`config.mk`:
```
export PLATFORM = sky130hd
export DESIGN_NAME = e203_ifu_jalr_rs1_ctrl
export DESIGN_NICKNAME = d
export VERILOG_FILES = /design/src/rtl/e203_ifu_jalr_rs1_ctrl.sv
export SDC_FILE = /design/constraint.sdc
export NUM_CORES = 1
export LEC_CHECK = 0
export BUFFER_PORTS_ARGS = -buffer_cell sky130_fd_sc_hd__buf_2
export CAP_MARGIN = 20
export CORE_MARGIN = 3
export CORE_UTILIZATION = 45
export DETAILED_ROUTE_END_ITERATION = 16
export HOLD_SLACK_MARGIN = 0.03
export PLACE_DENSITY = 0.77
export SYNTH_ARGS = -nofsm -noshare
export SYNTH_HDL_FRONTEND = slang
export SYNTH_SLANG_ARGS = --single-unit
```
`constraint.sdc`:
```
create_clock -name clk -period 2.1 [get_ports clk]
set_input_delay 0.42 -clock clk [delete_from_list [all_inputs] [get_ports clk]]
set_output_delay 0.42 -clock clk [all_outputs]
set_load 0.03 [all_outputs]
```
`src/rtl/e203_ifu_jalr_rs1_ctrl.sv`:
```
// Sequences the JALR rs1 operand fetch for the IFU branch-target path.
// Optional macro E203_IFU_JALR_X1_FAST_EN enables the dedicated x1 fast path.
module e203_ifu_jalr_rs1_ctrl #(
  parameter int XLEN    = 32,
  parameter int RFIDX_W = 5,
  parameter int WCNT_W  = 4
) (
  input  logic               clk,
  input  logic               rst_n,
  input  logic               flush,
  input  logic               f_valid,
  input  logic               dec_jalr,
  input  logic [RFIDX_W-1:0] dec_rs1idx,
  input  logic               oitf_empty,
  input  logic               ir_valid,
  input  logic               ir_rdwen,
  input  logic [RFIDX_W-1:0] ir_rdidx,
  input  logic [XLEN-1:0]    x1_data,
  output logic               rf_rd_req,
  output logic [RFIDX_W-1:0] rf_rd_idx,
  input  logic               rf_rd_gnt,
  input  logic [XLEN-1:0]    rf_rd_data,
  output logic               rs1_vld,
  output logic [XLEN-1:0]    rs1_data,
  input  logic               rs1_rdy,
  output logic               ifu_hold,
  output logic [WCNT_W-1:0]  wait_cnt
);

`ifdef E203_IFU_JALR_X1_FAST_EN
  localparam logic FAST_X1 = 1'b1;
`else
  localparam logic FAST_X1 = 1'b0;
`endif

  localparam logic [1:0] ST_IDLE = 2'd0;
  localparam logic [1:0] ST_WAIT = 2'd1;
  localparam logic [1:0] ST_REQ  = 2'd2;
  localparam logic [1:0] ST_DONE = 2'd3;

  localparam logic [RFIDX_W-1:0] IDX_X1 = RFIDX_W'(1);

  logic [1:0]         state_q, state_d;
  logic [RFIDX_W-1:0] rs1idx_q, rs1idx_d;
  logic [XLEN-1:0]    rs1_data_q, rs1_data_d;
  logic [WCNT_W-1:0]  wait_cnt_q, wait_cnt_d;

  logic              start;
  logic              dep_dec;
  logic              dep_lat;
  logic              imm_hit;
  logic [XLEN-1:0]   imm_data;
  logic [WCNT_W-1:0] wait_inc;

  assign dep_dec  = ~oitf_empty | (ir_valid & ir_rdwen & (ir_rdidx == dec_rs1idx));
  assign dep_lat  = ~oitf_empty | (ir_valid & ir_rdwen & (ir_rdidx == rs1idx_q));
  assign start    = f_valid & dec_jalr & (state_q == ST_IDLE) & ~flush;

  // x0 always resolves in the start cycle; x1 only with the fast path and no hazard.
  assign imm_hit  = start & ((dec_rs1idx == '0)
                    | (FAST_X1 & (dec_rs1idx == IDX_X1) & ~dep_dec));
  assign imm_data = (dec_rs1idx == IDX_X1) ? x1_data : '0;
  assign wait_inc = (&wait_cnt_q) ? wait_cnt_q : wait_cnt_q + WCNT_W'(1);

  always_comb begin
    // NOTE: every variable gets a default first so no path can infer a latch.
    state_d    = state_q;
    rs1idx_d   = rs1idx_q;
    rs1_data_d = rs1_data_q;
    wait_cnt_d = wait_cnt_q;
    if (flush) begin
      state_d = ST_IDLE;
    end else begin
      case (state_q)
        ST_IDLE: begin
          if (start) begin
            rs1idx_d   = dec_rs1idx;
            wait_cnt_d = '0;
            if (imm_hit) begin
              rs1_data_d = imm_data;
              if (!rs1_rdy) state_d = ST_DONE;
            end else if (dep_dec) begin
              state_d = ST_WAIT;
            end else begin
              state_d = ST_REQ;
            end
          end
        end
        ST_WAIT: begin
          wait_cnt_d = wait_inc;
          if (!dep_lat) begin
            if (FAST_X1 && (rs1idx_q == IDX_X1)) begin
              rs1_data_d = x1_data;
              state_d    = ST_DONE;
            end else begin
              state_d    = ST_REQ;
            end
          end
        end
        ST_REQ: begin
          // Hazards are not re-checked here: a grant always completes the read.
          if (rf_rd_gnt) begin
            rs1_data_d = rf_rd_data;
            state_d    = ST_DONE;
          end else begin
            wait_cnt_d = wait_inc;
          end
        end
        default: begin
          if (rs1_rdy) state_d = ST_IDLE;
        end
      endcase
    end
  end

  always_ff @(posedge clk) begin
    // NOTE: state registers use non-blocking assignments so all update together at the edge.
    if (!rst_n) begin
      state_q    <= ST_IDLE;
      rs1idx_q   <= '0;
      rs1_data_q <= '0;
      wait_cnt_q <= '0;
    end else begin
      state_q    <= state_d;
      rs1idx_q   <= rs1idx_d;
      rs1_data_q <= rs1_data_d;
      wait_cnt_q <= wait_cnt_d;
    end
  end

  assign rf_rd_req = (state_q == ST_REQ);
  assign rf_rd_idx = rf_rd_req ? rs1idx_q : '0;
  assign rs1_vld   = (state_q == ST_DONE) | imm_hit;
  assign rs1_data  = (state_q == ST_DONE) ? rs1_data_q :
                     imm_hit              ? imm_data   : '0;
  assign ifu_hold  = ~flush & (state_q != ST_IDLE);
  assign wait_cnt  = wait_cnt_q;

endmodule
```
==> results.yml, run 1 <==
cells_and_area:
  layout_commonest_cell: "buf_2"
  nets: 506
  final_cell_mix: "buf_2 (127), dfxtp_1 (43), and2_1 (38)"
  areaGrowthSynthToFinish_pct: 31.8
  diodes: 0
  fin_area_um2: 3790
  drive_gt1_share_pct: 62.0
  final_cell_count_no_fill: 493
sta:
  slew_headroom_pct: 69.9
  finalHoldViolCount: 0
  fin_skew_ps: 3.27
  period_share_pct: 96.5
  tightest_slew_ps: 447
  rsz0062_at_grt: "yes"
  hold_ws_ps: 378
  setup_tns_ps: 0
  fmax_mhz: 493
  setup_violations: 0
  maxSlewViolCount: 0
  fin_crit_ps: 2030
min_path:
  holdPathEnd: "state_q[0]"
  hp-class: "primary input to register"
  worstHoldStart: "flush"
  holdPathStages: 2
worst_setup_path:
  crit_buf_inv: 2
  cp_data_arrival_time_ps: 1610
  end_kind: "output pin"
  cp.required_ps: 1680
  critical_path_class: "register to output pin"
  crit_slowest_cell: "dfxtp_1"
  r2r-start: "state_q[1]"
  crit_chain: "inv_1 > ha_2 > nand4b_4 > nor3_4 > or2_1 > buf_2"
  critPathMaxStageDelay_ps: 360
  crit_family: "simple AND/OR/NAND/NOR gates"
  r2r_slack_ps: 150
  reg2reg_depth: 8
  cp-start-kind: "register"
  r2r_end: "state_q[0]"
  cp-startpoint: "state_q[1]"
  critPathMaxFanout: 6
floorplan:
  io_pins: 128
  rows: 28
  initial_core_util_pct: 47.4
  chipHeight_um: 85.9
  die_area_um2: 7380
  fp.dieW_um: 85.9
  core-area_um2: 6060
synth:
  synth.distinct_cells: 48
  syn_inst: 286
  yosysSeqAreaShare_pct: 30.0
  synth_area_leader_cell: "dfxtp_1"
  yosysWarnings: 0
  synth_top_area_share_pct: 30.0
  synth.avg_cell_area_um2: 10.0
  ys_top_cells_by_area: "dfxtp_1 (30%), a221oi_2 (16%), nor3_2 (10%), and2_1 (8.3%), nor2_2 (6.5%)"
  netlist_area_um2: 2870
  syn_nets: 375
  ys_ff_latch: 43
place:
  portBuffers: 127
  hpwl_mm: 5.46
  globalplace.congestion: 0.828
  postPlaceCellArea_um2: 3650
  dp_cells: 484
global_route:
  antenna_found_initial: 0
  grt_use_total_pct: 18.8
  grt-busiest-layer: "met2"
  use_met3_pct: 4.80
  met1_usage_pct: 23.3
  overflow: 0
  grtUsageMet2_pct: 32.6
  grt_pass1_wl_mm: 11.4
  grt_pass1_vias: 2538
  grt_max_degree: 29
status:
  outcome: "finished, final reports clean"
clocking:
  clockRootBuffer: "clkbuf_8"
  clock-sinks: 43
  cts_buffers: 5
  htree_levels: 2
  cts.clk_slew.worst_paths_ps: 90
  cts_tree: "done"
  clk_latency_ps: 300
  cts.path.max_buffers: 2
  holdBufCountCts: 0
drt:
  routedWlPerCell_um: 14.2
  wl_mm: 6.99
  firstDrtPassIters: 4
  drc_errors: 0
  drtAntennaViolNets: 0
  via_per_inst: 5.24
  first_iter_violations: 44
  num_vias: 2582
job:
  cap_violations: 0
pwr:
  powerDensity_nw_per_um2: 463
  totalPowerFinal_mw: 1.75
  leakage_nw: 1.75
  ir_drop_uv: 300
-- metrics by stage --
stage | utilization (%) | setup slack [ps]
2_1_floorplan | - | 111
3_3_place_gp | 60.2 | 16.2
3_5_place_dp | 60.2 | -2.10
4_1_cts | 62.3 | 27.6
5_1_grt | 62.5 | -30.1
6_report | 62.5 | 72.6
-- cell usage after synthesis, drive strengths merged --
library cell,instances
o21a,1
a21oi,11
a221oi,32
o31ai,1
nor4,2
dfxtp,43
nor3,34
nand4b,2
nand2,12
nor2b,3
nor2,35
a2bb2oi,1
buf,11
nand2b,2
inv,6
nand3,2
ha,5
a21o,2
a211oi,1
xor2,6
nand4,2
and3,1
and2,38
a41oi,1
a311oi,1
and4b,1
xnor2,5
and4,1
a31o,1
or3,1
o22ai,1
or2,2
nor3b,2
or4,1
nand3b,1
o21ai,2
a2111oi,1
clkbuf,11
o31a,1
-- routing by layer --
layer,routed length [µm],share of wire (%),vias to the layer above
met5,0,0,-
met4,66,0.94,0
met3,553,7.9,8
met2,3290,47,98
met1,3080,44,1180
li1,-,-,1296
-- power by group --
group	internal, mW	switching (mW)	leakage, nW	total [mW]
clock network	0.354	0.303	0.0581	0.657
logic	0.123	0.142	1.34	0.265
registers	0.823	0.00719	0.347	0.830
-- how the worst max path moves through the flow --
stage / to / cells after the start
floorplan: rf_rd_idx[0] / 5
global placement: rs1_vld / 5
detailed placement: state_q[0] / 7
CTS: rf_rd_idx[2] / 5
global route: rs1_vld / 6
finish: rs1_vld / 6
-- layout make-up --
class | count | area, µm²
clock inverter | 3 | 43.8
sequential | 43 | 861
clock buffer | 5 | 68.8
inverter | 6 | 22.5
tap | 75 | 93.8
multi-input combinational | 215 | 1840
fill | 545 | 2270
timing repair buffer | 146 | 853
-- worst register-to-register path, delay by kind of cell, from the launching register on --
kind	cells	cell delay, ps
DFF	1	360
and+or+nand+nor	1	130
AOI/OAI and AO/OA	4	780
adders and majority gates	1	270
buffers and inverters	2	310
-- cell families (layout without fill, tap and decap cells) --
| kind of cell | Yosys count | after routing | synth area share [%] |
|---|---|---|---|
| flops | 43 | 43 | 30.0 |
| xor+xnor | 11 | 11 | 3.35 |
| compound gates | 57 | 57 | 22.9 |
| fa+ha+maj | 5 | 5 | 2.18 |
| buf+inv | 28 | 160 | 6.36 |
| simple gates | 142 | 142 | 35.3 |
-- flip-flops by register name, indices dropped and copies added (netlist names) --
name,cells
rs1_data_q,32
rs1idx_q,5
state_q,2
wait_cnt,4
-- timing repair --
action | in CTS | in global routing
pin swaps | 1 | 0
setup buffers | 1 | 0
endpoints found under the setup margin | 6 | 34
resized for setup | 2 | 3
No activity file was read; power rests on OpenSTA's default activity.
==> inputs of run 2 (changes only) <==
--- a/config.mk
+++ b/config.mk
@@ -8,10 +8,11 @@
 export BUFFER_PORTS_ARGS = -buffer_cell sky130_fd_sc_hd__buf_2
 export CAP_MARGIN = 20
 export CORE_MARGIN = 3
-export CORE_UTILIZATION = 45
+export CORE_UTILIZATION = 37
 export DETAILED_ROUTE_END_ITERATION = 16
 export HOLD_SLACK_MARGIN = 0.03
-export PLACE_DENSITY = 0.77
+export PLACE_DENSITY = 0.65
+export SKIP_CTS_REPAIR_TIMING = 1
 export SYNTH_ARGS = -nofsm -noshare
 export SYNTH_HDL_FRONTEND = slang
 export SYNTH_SLANG_ARGS = --single-unit
==> run 2 against run 1 <==
Non-clock buffer count is 3 higher. Highest routed layer unchanged. Largest power group unchanged. Maximum frequency is 0.31% higher. Via count is 0.54% lower. Global-route usage is 2.2 points lower. Critical path type is now primary input to output pin. Cell area is 1.5% higher.
==> results.yml, run 2 (same netlist as run 1, synthesis figures left out) <==
cells_and_area:
  drive_gt1_share_pct: 62.7
  diodes: 0
  fillers: 719
  layout_commonest_cell: "buf_2"
  multi_input_area_um2: 1850
  largest_register: "rs1_data_q"
  regArea_um2: 861
  nets: 509
  largest_reg_flops: 32
  areaGrowthSynthToFinish_pct: 33.8
  final_cell_mix: "buf_2 (126), dfxtp_1 (43), and2_1 (38)"
  finish.utilization_pct: 51.9
pwr:
  ir_drop_uv: 301
  leakage_nw: 1.76
  powerDensity_nw_per_um2: 440
  totalPowerFinal_mw: 1.69
floorplan:
  core-area_um2: 7410
  initial_core_util_pct: 38.8
  fp.dieW_um: 94.1
  chipHeight_um: 94.1
  die_area_um2: 8860
  io_pins: 128
  rows: 31
worst_setup_path:
  critical_path_class: "primary input to output pin"
  end_kind: "output pin"
  critPathMaxFanout: 4
  critPathMaxStageDelay_ps: 550
  cp.required_ps: 1680
  crit_slowest_cell: "or4_4"
  reg2reg_depth: 8
  cp-start-kind: "primary input"
  r2r-start: "state_q[0]"
  cp_data_arrival_time_ps: 1600
  crit_chain: "buf_2 > or4_4 > nor3_4 > or2_1 > buf_4"
  cp-startpoint: "dec_rs1idx[1]"
min_path:
  worstHoldStart: "flush"
  holdPathStages: 2
  hp-class: "primary input to register"
global_route:
  grt_use_total_pct: 16.6
  grt_pass1_vias: 2549
  grt_max_degree: 33
  grt_pass1_wl_mm: 12.0
  antenna_found_initial: 0
  overflow: 0
sta:
  rsz0062_at_grt: "no"
  finalHoldViolCount: 0
  slew_headroom_pct: 69.7
  maxSlewViolCount: 0
  fin_crit_ps: 2020
  tightest_slew_ps: 455
  fin_skew_ps: 5.33
  fmax_mhz: 495
  period_share_pct: 96.2
  setup_violations: 0
drt:
  first_iter_violations: 54
  num_vias: 2568
  drtAntennaViolNets: 0
  drc_errors: 0
  via_per_inst: 4.94
  wl_mm: 7.46
  routedWlPerCell_um: 14.3
  firstDrtPassIters: 4
place:
  portBuffers: 127
  hpwl_mm: 5.65
  globalplace.congestion: 0.815
clocking:
  cts_tree: "done"
  cts.path.max_buffers: 2
  cts_buffers: 5
  clockRootBuffer: "clkbuf_8"
  htree_levels: 2
  clock-sinks: 43
  clk_latency_ps: 290
  cts.clk_slew.worst_paths_ps: 80
job:
  cap_violations: 0
status:
  outcome: "finished, final reports clean"
-- run 2: area by class of cell --
class | count | area share (%)
Multi-Input combinational cell | 215 | 48.2
Timing Repair Buffer | 149 | 22.9
Sequential cell | 43 | 22.4
Tap cell | 99 | 3.22
Clock buffer | 7 | 2.51
Inverter | 6 | 0.586
Clock inverter | 1 | 0.195
-- run 2: routing by layer --
layer	vias up	GRT usage [%]	wire, µm
met4	0	3.25	29
met5	-	0	0
met1	1168	21.1	3280
met3	2	4.33	642
li1	1301	-	-
met2	97	28.4	3510
-- run 2: final timing paths --
kind,to,slack (ps)
setup / recovery,rs1_vld,80
hold reg to reg,rs1idx_q[2],490
setup reg to reg,rs1_data_q[6],190
hold / removal,state_q[0],390
-- run 2: power breakdown --
part           total [mW]  switching [mW]  internal, mW
clock network       0.583           0.284         0.299
logic               0.276           0.146         0.130
registers           0.831         0.00757         0.823
total                1.69           0.437          1.25
-- run 2: metrics by stage --
step | setup WS [ps] | instance area (µm²) | instances | setup TNS (ps) | hold slack (ps)
floorplan | 111 | 2880 | 286 | 0 | 456
global route | 9.81 | 3840 | 520 | 0 | 387
CTS | -211 | 3800 | 517 | -211 | 376
finish | 78.8 | 3840 | 520 | 0 | 390
global placement | 3.26 | 3700 | 509 | 0 | 470
detailed placement | -3.29 | 3700 | 509 | -3.29 | 476
-- run 2: critical path, delay by kind of cell --
family,cells,cell delay (ps)
and+or+nand+nor,3,920
buffers and inverters,2,260
==> inputs of run 3 (changes only) <==
--- a/config.mk
+++ b/config.mk
@@ -11,7 +11,7 @@
 export CORE_UTILIZATION = 37
 export DETAILED_ROUTE_END_ITERATION = 16
 export HOLD_SLACK_MARGIN = 0.03
-export PLACE_DENSITY = 0.65
+export PLACE_DENSITY = 0.7
 export SKIP_CTS_REPAIR_TIMING = 1
 export SYNTH_ARGS = -nofsm -noshare
 export SYNTH_HDL_FRONTEND = slang
==> run 3 against run 2 <==
Setup slack worse by 61 ps. Cell area is 0.33% higher. Total power is 0.49% higher.
==> results.yml, run 3 (same netlist as run 1, synthesis figures left out) <==
sta:
  fin_skew_ps: 3.22
  fin_crit_ps: 2080
  period_share_pct: 99.1
  tightest_slew_ps: 491
  rsz0062_at_grt: "yes"
  fmax_mhz: 480
  setup_violations: 0
  slew_headroom_pct: 66.9
  postLayoutSetupSlackWorst_ps: 17.9
  finalHoldViolCount: 0
  maxSlewViolCount: 0
worst_setup_path:
  cp.required_ps: 1680
  critical_path_class: "primary input to output pin"
  end_kind: "output pin"
  cp_data_arrival_time_ps: 1660
  cp-startpoint: "dec_rs1idx[1]"
  crit_slowest_cell: "or4_4"
  cp-start-kind: "primary input"
  crit_chain: "buf_2 > or4_4 > nor3_4 > or2_1 > clkbuf_4"
  r2r-start: "state_q[0]"
  crit_family: "simple AND/OR/NAND/NOR gates"
  critPathMaxStageDelay_ps: 560
  critPathMaxFanout: 4
  crit_buf_inv: 2
status:
  outcome: "finished, final reports clean"
clocking:
  clockRootBuffer: "clkbuf_8"
  clk_latency_ps: 290
  htree_levels: 2
  cts_tree: "done"
  clock-sinks: 43
  cts.clk_slew.worst_paths_ps: 80
  cts_buffers: 5
  cts.path.max_buffers: 2
place:
  place_ws_ps: -32.2
  hpwl_mm: 5.83
  globalplace.congestion: 0.838
  portBuffers: 127
cells_and_area:
  multi_input_area_um2: 1850
  final_cell_mix: "buf_2 (126), dfxtp_1 (43), and2_1 (38)"
  fillers: 699
  layout_commonest_cell: "buf_2"
  largest_reg_flops: 32
  nets: 511
  largest_register: "rs1_data_q"
  diodes: 0
  areaGrowthSynthToFinish_pct: 34.2
  drive_gt1_share_pct: 62.4
  regArea_um2: 861
floorplan:
  die_area_um2: 8860
  core-area_um2: 7410
  chipHeight_um: 94.1
  initial_core_util_pct: 38.8
  rows: 31
  io_pins: 128
  fp.dieW_um: 94.1
drt:
  drc_errors: 0
  firstDrtPassIters: 4
  wl_mm: 7.63
  routedWlPerCell_um: 14.6
  first_iter_violations: 58
  num_vias: 2596
  via_per_inst: 4.97
  drtAntennaViolNets: 0
min_path:
  worstHoldStart: "dec_rs1idx[3]"
  hp-class: "primary input to register"
global_route:
  grt_use_total_pct: 16.7
  grt_pass1_wl_mm: 11.9
  antenna_found_initial: 0
  grt_pass1_vias: 2567
  grt_max_degree: 33
  overflow: 0
pwr:
  powerDensity_nw_per_um2: 440
  totalPowerFinal_mw: 1.70
  ir_drop_uv: 274
  leakage_nw: 1.77
job:
  cap_violations: 0
==> run 3: cell types whose count changed in the layout (fill, tap and decap cells not counted) <==
cell,change
clkbuf_4,+1
inv_2,-1
inv_1,+1
ha_2,-1
ha_1,+1
buf_4,+1
==> run 3: final cells by class <==
type,count,area share (%)
Clock buffer,7,2.50
Clock inverter,1,0.195
Inverter,6,0.584
Multi-Input combinational cell,215,48.0
Sequential cell,43,22.3
Tap cell,99,3.21
Timing Repair Buffer,151,23.2
==> run 3: worst register-to-register path, delay by kind of cell, from the launching register on <==
family | cells | cell delay [ps]
flip-flops | 1 | 430
AO/OA/AOI/OAI | 2 | 440
AND/OR/NAND/NOR | 3 | 580
adder cells (fa/ha/maj) | 1 | 190
buffers and inverters | 2 | 240
==> run 3: power by group <==
part           switching (mW)  internal [mW]  total, mW  leakage (nW)
clock network           0.288          0.299      0.587        0.0505
registers             0.00712          0.823      0.830         0.347
logic                   0.149          0.131      0.280          1.37
total                   0.444           1.25       1.70          1.77
==> run 3: metrics by stage <==
step                setup TNS [ps]  utilization, %  std cells  cell area (µm²)  hold slack [ps]
floorplan                        0               -        286             2880              456
global placement             -6.56            49.8        509             3690              469
detailed placement            -181            49.8        509             3690              475
CTS                           -733            51.2        517             3790              377
global route                 -94.1            52.1        522             3860              377
finish                           0            52.1        522             3860              392
==> run 3: routing by layer <==
layer	track usage (%)	up-vias	wire length [µm]
li1	-	1298	-
met1	21.0	1191	3440
met2	28.6	99	3590
met3	3.77	8	499
met4	4.33	0	90
met5	0	-	0
==> run 3: worst paths after layout <==
kind	to	slack (ps)	cells past startpoint
hold / removal	rs1idx_q[3]	390	3
setup reg to reg	state_q[0]	120	8
hold reg to reg	rs1idx_q[3]	490	2
setup / recovery	rs1_vld	20	5
